==> src/rtl/frame_buf_pkg.sv <==
// Shared types and constants for the triple-buffered LED frame store.
package frame_buf_pkg;

   // Bank role index: one of three banks.
   typedef logic [1:0] buf_idx_t;

   // Bank roles after reset: writer, ready and reader.
   localparam buf_idx_t WR_IDX_RST  = 2'd0;
   localparam buf_idx_t RDY_IDX_RST = 2'd1;
   localparam buf_idx_t RD_IDX_RST  = 2'd2;

   // Bytes held by one bank.
   function automatic int frame_depth(input int leds, input int bytes_per_led);
      return leds * bytes_per_led;
   endfunction

   // Byte address width for a bank, never narrower than one bit.
   function automatic int addr_bits(input int depth);
      return (depth > 1) ? $clog2(depth) : 1;
   endfunction

endpackage

==> src/rtl/triple_frame_buffer_if.sv <==
// Writer/reader signal bundle for the frame store.
// Strobe semantics: i_wr_en, i_wr_commit and i_rd_frame_start are sampled on
// every rising edge and never back-pressured; o_rd_new and o_wr_oob are
// single-cycle pulses in the cycle after the causing edge; o_rd_data is valid
// one cycle after i_rd_addr is sampled; o_rd_valid and o_drop_count are levels.
interface triple_frame_buffer_if #(
   parameter int ADDR_WIDTH = 7,
   parameter int DROP_WIDTH = 8
);
   logic                  i_wr_en;
   logic [ADDR_WIDTH-1:0] i_wr_addr;
   logic [7:0]            i_wr_data;
   logic                  i_wr_commit;
   logic                  i_rd_frame_start;
   logic [ADDR_WIDTH-1:0] i_rd_addr;
   logic [7:0]            o_rd_data;
   logic                  o_rd_valid;
   logic                  o_rd_new;
   logic                  o_wr_oob;
   logic [DROP_WIDTH-1:0] o_drop_count;

   // Side that produces writes and frame starts.
   modport master (
      output i_wr_en, i_wr_addr, i_wr_data, i_wr_commit, i_rd_frame_start, i_rd_addr,
      input  o_rd_data, o_rd_valid, o_rd_new, o_wr_oob, o_drop_count
   );

   // The frame store itself.
   modport slave (
      input  i_wr_en, i_wr_addr, i_wr_data, i_wr_commit, i_rd_frame_start, i_rd_addr,
      output o_rd_data, o_rd_valid, o_rd_new, o_wr_oob, o_drop_count
   );
endinterface

==> src/rtl/sdp_ram_bank.sv <==
// One frame bank: simple dual-port RAM, DEPTH x 8, registered read.
// Contents are not reset so the array maps onto block RAM.
module sdp_ram_bank #(
   parameter int DEPTH      = 90,
   parameter int ADDR_WIDTH = 7
) (
   input  logic                  i_clk,
   input  logic                  i_we,
   input  logic [ADDR_WIDTH-1:0] i_waddr,
   input  logic [7:0]            i_wdata,
   input  logic                  i_re,
   input  logic [ADDR_WIDTH-1:0] i_raddr,
   output logic [7:0]            o_rdata
);
   logic [7:0] r_mem [DEPTH];
   logic [7:0] r_rdata;

   // Write port; the caller only asserts i_we for in-range addresses.
   always_ff @(posedge i_clk) begin
      if (i_we) r_mem[i_waddr] <= i_wdata;
   end

   // Registered read port; held when the address is out of range.
   always_ff @(posedge i_clk) begin
      if (i_re) r_rdata <= r_mem[i_raddr];
   end

   assign o_rdata = r_rdata;
endmodule

==> src/rtl/triple_frame_buffer.sv <==
// Triple-buffered LED frame store. The writer fills one bank and commits it,
// the reader swaps in the newest committed bank only at its own frame start,
// so neither side stalls and no frame is ever torn.
module triple_frame_buffer
   import frame_buf_pkg::*;
#(
   parameter int LEDS          = 30,
   parameter int BYTES_PER_LED = 3,
   parameter int DEPTH         = frame_depth(LEDS, BYTES_PER_LED),
   parameter int ADDR_WIDTH    = addr_bits(DEPTH),
   parameter int DROP_WIDTH    = 8
) (
   input logic                  i_clk,
   input logic                  i_rst,
   triple_frame_buffer_if.slave bus
);
   // Bank size widened by one bit so DEPTH == 2**ADDR_WIDTH still compares.
   localparam logic [ADDR_WIDTH:0] DEPTH_EXT = (ADDR_WIDTH + 1)'(DEPTH);

   buf_idx_t              r_wr_idx;
   buf_idx_t              r_rdy_idx;
   buf_idx_t              r_rd_idx;
   logic                  r_fresh;
   buf_idx_t              r_rd_sel;
   logic                  r_rd_zero;
   logic                  r_rd_valid;
   logic                  r_rd_new;
   logic                  r_wr_oob;
   logic [DROP_WIDTH-1:0] r_drop_count;

   logic                  w_wr_in_range;
   logic                  w_rd_in_range;
   logic                  w_wr_ok;
   logic                  w_commit;
   logic                  w_start;
   logic [7:0]            w_bank_q [3];
   logic [7:0]            w_rd_data;

   assign w_wr_in_range = ({1'b0, bus.i_wr_addr} < DEPTH_EXT);
   assign w_rd_in_range = ({1'b0, bus.i_rd_addr} < DEPTH_EXT);
   assign w_wr_ok       = bus.i_wr_en && w_wr_in_range;
   assign w_commit      = bus.i_wr_commit;
   assign w_start       = bus.i_rd_frame_start;

   // Three identical banks; only the current writer bank sees the strobe.
   for (genvar g = 0; g < 3; g++) begin : g_bank
      sdp_ram_bank #(
         .DEPTH      (DEPTH),
         .ADDR_WIDTH (ADDR_WIDTH)
      ) u_bank (
         .i_clk   (i_clk),
         .i_we    (w_wr_ok && (r_wr_idx == buf_idx_t'(g))),
         .i_waddr (bus.i_wr_addr),
         .i_wdata (bus.i_wr_data),
         .i_re    (w_rd_in_range),
         .i_raddr (bus.i_rd_addr),
         .o_rdata (w_bank_q[g])
      );
   end

   // Bank role rotation, fresh flag, pulses and the dropped-frame counter.
   always_ff @(posedge i_clk or posedge i_rst) begin
      if (i_rst) begin
         r_wr_idx     <= WR_IDX_RST;
         r_rdy_idx    <= RDY_IDX_RST;
         r_rd_idx     <= RD_IDX_RST;
         r_fresh      <= 1'b0;
         r_rd_sel     <= RD_IDX_RST;
         r_rd_zero    <= 1'b1;
         r_rd_valid   <= 1'b0;
         r_rd_new     <= 1'b0;
         r_wr_oob     <= 1'b0;
         r_drop_count <= '0;
      end else begin
         r_rd_new  <= 1'b0;
         r_wr_oob  <= bus.i_wr_en && !w_wr_in_range;
         // The read issued on this edge belongs to the bank the reader holds now.
         r_rd_sel  <= r_rd_idx;
         r_rd_zero <= !w_rd_in_range;

         if (w_commit && w_start) begin
            // Just-written frame goes straight to the reader; ready bank untouched.
            r_rd_idx   <= r_wr_idx;
            r_wr_idx   <= r_rd_idx;
            r_fresh    <= 1'b0;
            r_rd_valid <= 1'b1;
            r_rd_new   <= 1'b1;
         end else if (w_commit) begin
            r_wr_idx  <= r_rdy_idx;
            r_rdy_idx <= r_wr_idx;
            r_fresh   <= 1'b1;
         end else if (w_start && r_fresh) begin
            r_rd_idx   <= r_rdy_idx;
            r_rdy_idx  <= r_rd_idx;
            r_fresh    <= 1'b0;
            r_rd_valid <= 1'b1;
            r_rd_new   <= 1'b1;
         end

         // Any commit while the ready frame is still unread discards that frame.
         if (w_commit && r_fresh && (r_drop_count != '1)) begin
            r_drop_count <= r_drop_count + 1'b1;
         end
      end
   end

   // Output mux over the bank read registers; out-of-range reads return zero.
   always_comb begin
      w_rd_data = 8'h00;
      if (!r_rd_zero) begin
         case (r_rd_sel)
            2'd0:    w_rd_data = w_bank_q[0];
            2'd1:    w_rd_data = w_bank_q[1];
            2'd2:    w_rd_data = w_bank_q[2];
            default: w_rd_data = 8'h00;
         endcase
      end
   end

   assign bus.o_rd_data    = w_rd_data;
   assign bus.o_rd_valid   = r_rd_valid;
   assign bus.o_rd_new     = r_rd_new;
   assign bus.o_wr_oob     = r_wr_oob;
   assign bus.o_drop_count = r_drop_count;
endmodule

==> src/flat_wrapper.sv <==
// flat-port wrapper written by rule: the top's interface ports become plain ports
module triple_frame_buffer_flat import frame_buf_pkg::*;
#(
   parameter int LEDS          = 30,
   parameter int BYTES_PER_LED = 3,
   parameter int DEPTH         = frame_depth(LEDS, BYTES_PER_LED),
   parameter int ADDR_WIDTH    = addr_bits(DEPTH),
   parameter int DROP_WIDTH    = 8
)
  (i_clk, i_rst, bus_i_wr_en, bus_i_wr_addr, bus_i_wr_data, bus_i_wr_commit, bus_i_rd_frame_start, bus_i_rd_addr, bus_o_rd_data, bus_o_rd_valid, bus_o_rd_new, bus_o_wr_oob, bus_o_drop_count);
  triple_frame_buffer_if #(.ADDR_WIDTH(ADDR_WIDTH), .DROP_WIDTH(DROP_WIDTH)) bus_i ();
  input logic i_clk;
  input logic i_rst;
  input wire logic [$bits(bus_i.i_wr_en)-1:0] bus_i_wr_en;
  input wire logic [$bits(bus_i.i_wr_addr)-1:0] bus_i_wr_addr;
  input wire logic [$bits(bus_i.i_wr_data)-1:0] bus_i_wr_data;
  input wire logic [$bits(bus_i.i_wr_commit)-1:0] bus_i_wr_commit;
  input wire logic [$bits(bus_i.i_rd_frame_start)-1:0] bus_i_rd_frame_start;
  input wire logic [$bits(bus_i.i_rd_addr)-1:0] bus_i_rd_addr;
  output wire logic [$bits(bus_i.o_rd_data)-1:0] bus_o_rd_data;
  output wire logic [$bits(bus_i.o_rd_valid)-1:0] bus_o_rd_valid;
  output wire logic [$bits(bus_i.o_rd_new)-1:0] bus_o_rd_new;
  output wire logic [$bits(bus_i.o_wr_oob)-1:0] bus_o_wr_oob;
  output wire logic [$bits(bus_i.o_drop_count)-1:0] bus_o_drop_count;
  assign bus_i.i_wr_en = bus_i_wr_en;
  assign bus_i.i_wr_addr = bus_i_wr_addr;
  assign bus_i.i_wr_data = bus_i_wr_data;
  assign bus_i.i_wr_commit = bus_i_wr_commit;
  assign bus_i.i_rd_frame_start = bus_i_rd_frame_start;
  assign bus_i.i_rd_addr = bus_i_rd_addr;
  assign bus_o_rd_data = bus_i.o_rd_data;
  assign bus_o_rd_valid = bus_i.o_rd_valid;
  assign bus_o_rd_new = bus_i.o_rd_new;
  assign bus_o_wr_oob = bus_i.o_wr_oob;
  assign bus_o_drop_count = bus_i.o_drop_count;
  triple_frame_buffer #(.LEDS(LEDS), .BYTES_PER_LED(BYTES_PER_LED), .DEPTH(DEPTH), .ADDR_WIDTH(ADDR_WIDTH), .DROP_WIDTH(DROP_WIDTH)) u_core (.i_clk(i_clk), .i_rst(i_rst), .bus(bus_i));
endmodule
==> config.mk <==
export PLATFORM = sky130hd
export DESIGN_NAME = triple_frame_buffer_flat
export DESIGN_NICKNAME = d
export VERILOG_FILES = /design/src/rtl/frame_buf_pkg.sv /design/src/rtl/triple_frame_buffer_if.sv /design/src/rtl/sdp_ram_bank.sv /design/src/rtl/triple_frame_buffer.sv /design/src/flat_wrapper.sv
export SDC_FILE = /design/constraint.sdc
export NUM_CORES = 2
export LEC_CHECK = 0
export CORE_UTILIZATION = 54
export DETAILED_ROUTE_END_ITERATION = 8
export PLACE_DENSITY_LB_ADDON = 0.2
export SYNTH_ARGS = -nofsm -noshare
export SYNTH_HDL_FRONTEND = slang
export SYNTH_SLANG_ARGS = --single-unit
==> constraint.sdc <==
create_clock -name i_clk -period 5.55 [get_ports i_clk]
set_clock_uncertainty 0.2 [all_clocks]
set_input_delay 1.11 -clock i_clk [delete_from_list [all_inputs] [get_ports i_clk]]
set_output_delay 1.11 -clock i_clk [all_outputs]
set_load 0.05 [all_outputs]
Word level (Yosys, flattened, before mapping)
Memories as Yosys holds them, arrays and structs flattened. A register that Yosys moved wholly into a read port is not among the register bits.
Cells that the tools add are included.

word-level totals
  logic and storage cells = 66
  bits in writable memories = 2,160
  flip-flop bits (word level) = 21
  memories = 3
  output and inout port bits = 19

cells by class
  add/subtract/negate cells = 1
  equality and inequality tests = 6
  $lt $le $gt $ge = 2
  reduce and logical (&&, ||, !) cells = 19
  bitwise logic cells = 1
  muxes and demuxes = 24

memories
  name                           depth  width  read ports  clocked after memory_dff  write ports  RTL line            RTL
  u_core.g_bank[0].u_bank.r_mem  90     8      1           1                         1            sdp_ram_bank.sv:15  logic [7:0] r_mem [DEPTH];
  u_core.g_bank[1].u_bank.r_mem  90     8      1           1                         1            sdp_ram_bank.sv:15
  u_core.g_bank[2].u_bank.r_mem  90     8      1           1                         1            sdp_ram_bank.sv:15

operators by type and width
  kind                 count
  $pmux 8 s3           1
  $mux 1               15
  $lt 7x7->1 const B   2
  $mux 2               7
  $logic_and 1x1->1    9
  $add 8x1->8 const B  1
  $mux 8               1
  $ne 8x8->1 const B   1
  $reduce_bool 2->1    3
  $eq 2x1->1 const B   2
  $eq 2x2->1 const B   2
  $logic_not 2->1      2
  $reduce_and 2->1     2
  $reduce_bool 3->1    1
  $logic_not 1->1      2
  $ne 2x1->1 const B   1
  $not 1->1            1

Depth between registers and ports, before layout
  depth in word-level cells = 5
  mapped depth = 11
  depth with buffers taken out = 5

By module
A second synthesis with hierarchy kept.

unflattened totals
  cell total of the unflattened synthesis = 4,196
  area, all modules = 87,241.2 sq um

modules (own cells, without submodules)
  module               instances  cells each  area each (sq um)
  sdp_ram_bank         3          1,357       28,677.5
  triple_frame_buffer  1          125         1,208.7

Worst setup path before layout
No wires, ideal clock.

  path type = input to register
  from = in bus_i_rd_addr[1]
  to = reg u_core.g_bank[0].u_bank.r_rdata[0], read port of u_core.g_bank[0].u_bank.r_mem (enable)
  setup slack = 1,043 ps
  buffers on the path = 3
  required time = 4,909 ps
  arrival time = 3,867 ps
  stages on the path = 6
  cell sequence = buf_2 buf_2 buf_2 nor2_1 nor2_1 o21ai_0

on the way
  word-level cells in the longest chain between the ends = 1

ends and longest elaborated chain
  element             RTL line                   RTL
  start: declaration  flat_wrapper.sv:19         input wire logic [$bits(bus_i.i_rd_addr)-1:0] bus_i_rd_addr;
  $lt 7x7->1          triple_frame_buffer.sv:40  assign w_rd_in_range = ({1'b0, bus.i_rd_addr} < DEPTH_EXT);
  end: declaration    sdp_ram_bank.sv:16         logic [7:0] r_rdata;

Parallel ways exist; a longest one is shown, timed or not.
A chain may end at the register's enable or synchronous reset.

Final worst setup path
  from = reg u_core.r_rd_sel[0]
  to = out bus_o_rd_data[6]

on the way
  word-level cells in the longest chain between the ends = 3
  elaborated cells on any way between the ends = 5
  those cells by class = eq/ne (2); mux (2); reduce/logical (1)

ends and longest elaborated chain
  element                                   RTL line                    RTL
  start: declaration                        triple_frame_buffer.sv:24   buf_idx_t r_rd_sel;
  start signal: assignment                  triple_frame_buffer.sv:78   r_rd_sel <= r_rd_idx;
  $eq 2x2->1, or another cell as far along  triple_frame_buffer.sv:111  case (r_rd_sel)
  $pmux 8 s3 (*)                            triple_frame_buffer.sv:111
  $mux 8 (*)                                triple_frame_buffer.sv:110  if (!r_rd_zero) begin
  end: declaration                          flat_wrapper.sv:20          output wire logic [$bits(bus_i.o_rd_data)-1:0] bus_o_rd_data;

Every way passes the cells marked *; elsewhere a longest branch is shown, timed or not.

==> flow_summary.toml <==
[clock_network]
cts_buffers = 214
cts_resized = 0
hold_buffers = 0
cts_tree = "built"
h-tree-depth = 4
cts_max_path_buffers = 3
clkLatencyLatePin_ns = 0.86
cts-root-buf = "clkbuf_16"
cts_sinks = 2205
post_cts_buffers = 0
cts.clk_slew.worst_paths_ns = 0.06

[critical_path]
criticalPathCategory = "reg -> out"
crit_arrival_ns = 3.41
slowest_stage = "clkdlybuf4s50_1"
crit_required_ns = 4.24
cp_max_fo = 9
endpoint_kind = "output pin"
path_buf_inv = 1
rrSetupSlack_ns = 2.72
worstPathCellList = "nor2b_1 > a21oi_1 > nor2_1 > clkdlybuf4s50_1"
cp-start-kind = "register"
crit_family = "buffers and inverters"
rr_startpoint = "u_core.r_wr_idx[0]$_DFFE_PP0P_"
r2r-end = "u_core.g_bank[0].u_bank.r_mem[16][3]$_DFFE_PP_"
cp_slowest_stage_delay_ns = 0.90
reg2reg_depth = 3
path_depth = 4

[yosys]
yosysTopAreaCellShare = 0.764
netlist_top_cells_area = "edfxtp_1 (76%), mux4_2 (14%), mux2i_1 (2.4%), nor2_1 (1.4%), a22oi_1 (0.83%)"
synth_warnings = 0
synth_area_leader_cell = "edfxtp_1"
synth_top_family_by_area = "multiplexers"
ys_ff_latch = 2205
synth-xor-area-share = 0.000714
ys_dominant_reg_cell = "edfxtp_1"
async_reset_ff_frac = 0.00952
syn_nets = 4046
synth-simple-area-share = 0.0286
synth_fa_ha_area_frac = 0.000146
synth-seq-area-share = 0.770
synthMuxAreaShare = 0.168
syn-mean-instance-area_um2 = 21.4
yosysUniqueCellTypes = 57
synth-edff-count = 2184
synth_compound_area_frac = 0.0179
synthCells = 4018
netlist_area_um2 = 85900

[die]
start_util = 0.547
die_area_um2 = 161000
die_h_um = 401
core.rowCount = 145
ios = 46
core_area_um2 = 157000
dieWidth_um = 401

[place]
place_congestion = 0.876
hpwl_mm = 140
port_buffers = 45
place_inst = 6064

[sta]
tns_ns = 0
rsz0062_at_grt = "no"
relSlewSlack = 0.306
worst_pin_slew_ns = 1.04
slew_violations = 0
fin_crit_ns = 4.72
setup_violations = 0
max_freq_mhz = 212
hold_violations = 0
fin_crit_sh = 0.851

[global_routing]
grt-ovfl-total = 0
grt_first_pass_wirelength_mm = 313
antenna_found_initial = 14
grt_max_degree = 115
grt_pass1_vias = 41900
grtUsageTotal = 0.276

[hold_path]
hold_start = "u_core.r_rd_idx[1]$_DFFE_PP1P_"
holdPathStages = 0
min_path_type = "reg -> reg"
hold_end = "u_core.r_rd_sel[1]$_DFF_PP1_"

[drt]
drtAntennaViolNets = 0
wirelength_mm = 219
num_vias = 41800
dr.first_iter.drc_count = 5052
drt-pass1-iter-count = 8
drc = 0
viasPerCell = 6.47
wl_per_cell_um = 33.9

[power]
power_density_nw_per_um2 = 360
power.share.clock = 0.412
p_switching_mw = 7.56
leakage_nw = 30.3
internal_power_mw = 27.2
p_seq_frac = 0.531
worst_ir_drop_vdd_mv = 0.352
power_switching_share = 0.218
comb_power_share = 0.056

[cells_and_area]
final_common_cell = "edfxtp_1"
drive_gt1_frac = 0.244
multi_input_area_um2 = 18500
syn2layout_area_growth_pct = 12.3
final_cell_mix = "edfxtp_1 (2184), mux4_2 (535), nor2_1 (318)"
layout.area.seq_um2 = 66100
nets = 4250
fillers = 10800
instances_no_fill = 6460

[flow_run]
max_cap_viol_count = 0

[status]
run_status = "finished, final reports clean"
how the worst max path moves through the flow:
stage,startpoint,to,slack [ns]
final,u_core.r_rd_sel[0]$_DFF_PP0_,bus_o_rd_data[6],0.83
after floorplan,bus_i_rd_addr[1],u_core.g_bank[0].u_bank.o_rdata[0]$_DFFE_PN_,1.04
after global placement,bus_i_wr_addr[1],u_core.g_bank[0].u_bank.r_mem[5][4]$_DFFE_PP_,0.87
after detailed placement,bus_i_wr_addr[1],u_core.g_bank[0].u_bank.r_mem[16][3]$_DFFE_PP_,0.76
after CTS,u_core.r_rd_sel[0]$_DFF_PP0_,bus_o_rd_data[5],0.85
after global routing,u_core.r_rd_sel[0]$_DFF_PP0_,bus_o_rd_data[2],0.66
layer usage:
layer  share of wire  global-route usage  vias to the layer above
li1                -                   -                    17100
met1            0.39               0.391                    22100
met2            0.48               0.434                     2293
met3           0.096              0.0601                      335
met4           0.030              0.0841                       24
met5         0.00054            0.000297                        -
power groups by stage:
stage | clock network [mW] | registers (mW) | logic [mW]
after floorplan | 0 | 18.8 | 1.02
after global placement | 0 | 18.8 | 1.94
after detailed placement | 0 | 18.8 | 1.96
after CTS | 14.5 | 18.4 | 1.96
after global routing | 15.1 | 18.4 | 2.05
final | 14.3 | 18.4 | 1.96
registers in the layout, indices dropped and copies added, names as in the netlist:
signal                        cells
u_core.g_bank.u_bank.o_rdata     24
u_core.bus.o_rd_valid             1
u_core.bus.o_rd_new               1
u_core.r_wr_idx                   2
u_core.r_fresh                    1
u_core.r_rd_sel                   2
u_core.bus.o_drop_count           8
u_core.r_rd_zero                  1
u_core.r_rdy_idx                  2
u_core.r_rd_idx                   2
u_core.bus.o_wr_oob               1
u_core.g_bank.u_bank.r_mem     2160
area by class of cell:
type | count | area share
Sequential cell | 2205 | 0.686
Antenna cell | 2 | 0.0000519
Inverter | 8 | 0.000311
Timing Repair Buffer | 222 | 0.0233
Multi-Input combinational cell | 1571 | 0.192
Tap cell | 2058 | 0.0267
Clock inverter | 127 | 0.0129
Clock buffer | 267 | 0.0588
stage by stage:
stage               hold WS [ns]  power (mW)  setup WS [ns]  utilization  instance area, um^2
finish                     0.190        34.7          0.826        0.614                96400
global route               0.195        35.6          0.660        0.614                96400
CTS                        0.188        34.9          0.852        0.614                96400
detailed placement         0.179        20.8          0.756        0.570                89500
global placement           0.181        20.7          0.873        0.570                89500
floorplan                  0.167        19.8           1.04            -                85900
cells in the mapped netlist (2+ instances only):
cell type / instances
and3_1: 8
nor3_1: 12
nor2b_1: 7
mux2i_1: 209
o211ai_1: 24
and2_1: 4
xnor2_1: 5
o22ai_1: 5
mux2_2: 25
o21ai_0: 18
o32ai_1: 2
nand2_1: 144
a21oi_1: 25
clkbuf_1: 113
nand4b_1: 2
buf_8: 2
nand3_1: 8
dfrtp_1: 17
a31oi_1: 17
or2_2: 3
nand4_1: 16
xor2_1: 2
a211oi_1: 4
a311oi_1: 5
o221ai_1: 3
buf_2: 42
buf_4: 35
dfstp_2: 4
buf_6: 21
inv_1: 8
edfxtp_1: 2184
mux4_2: 535
a221oi_1: 4
buf_1: 20
nor4_1: 6
a22o_1: 7
nor3b_1: 6
and3b_1: 3
nand2b_1: 31
nand3b_1: 3
nor2_1: 319
a22oi_1: 95
kinds of logic after synthesis:
group | count (synthesis)
xor+xnor | 7
buf+inv | 242
simple gates | 576
mux | 769
compound gates | 218
fa+ha+maj | 1
flops | 2205
Power figures use the tool's default switching activity.
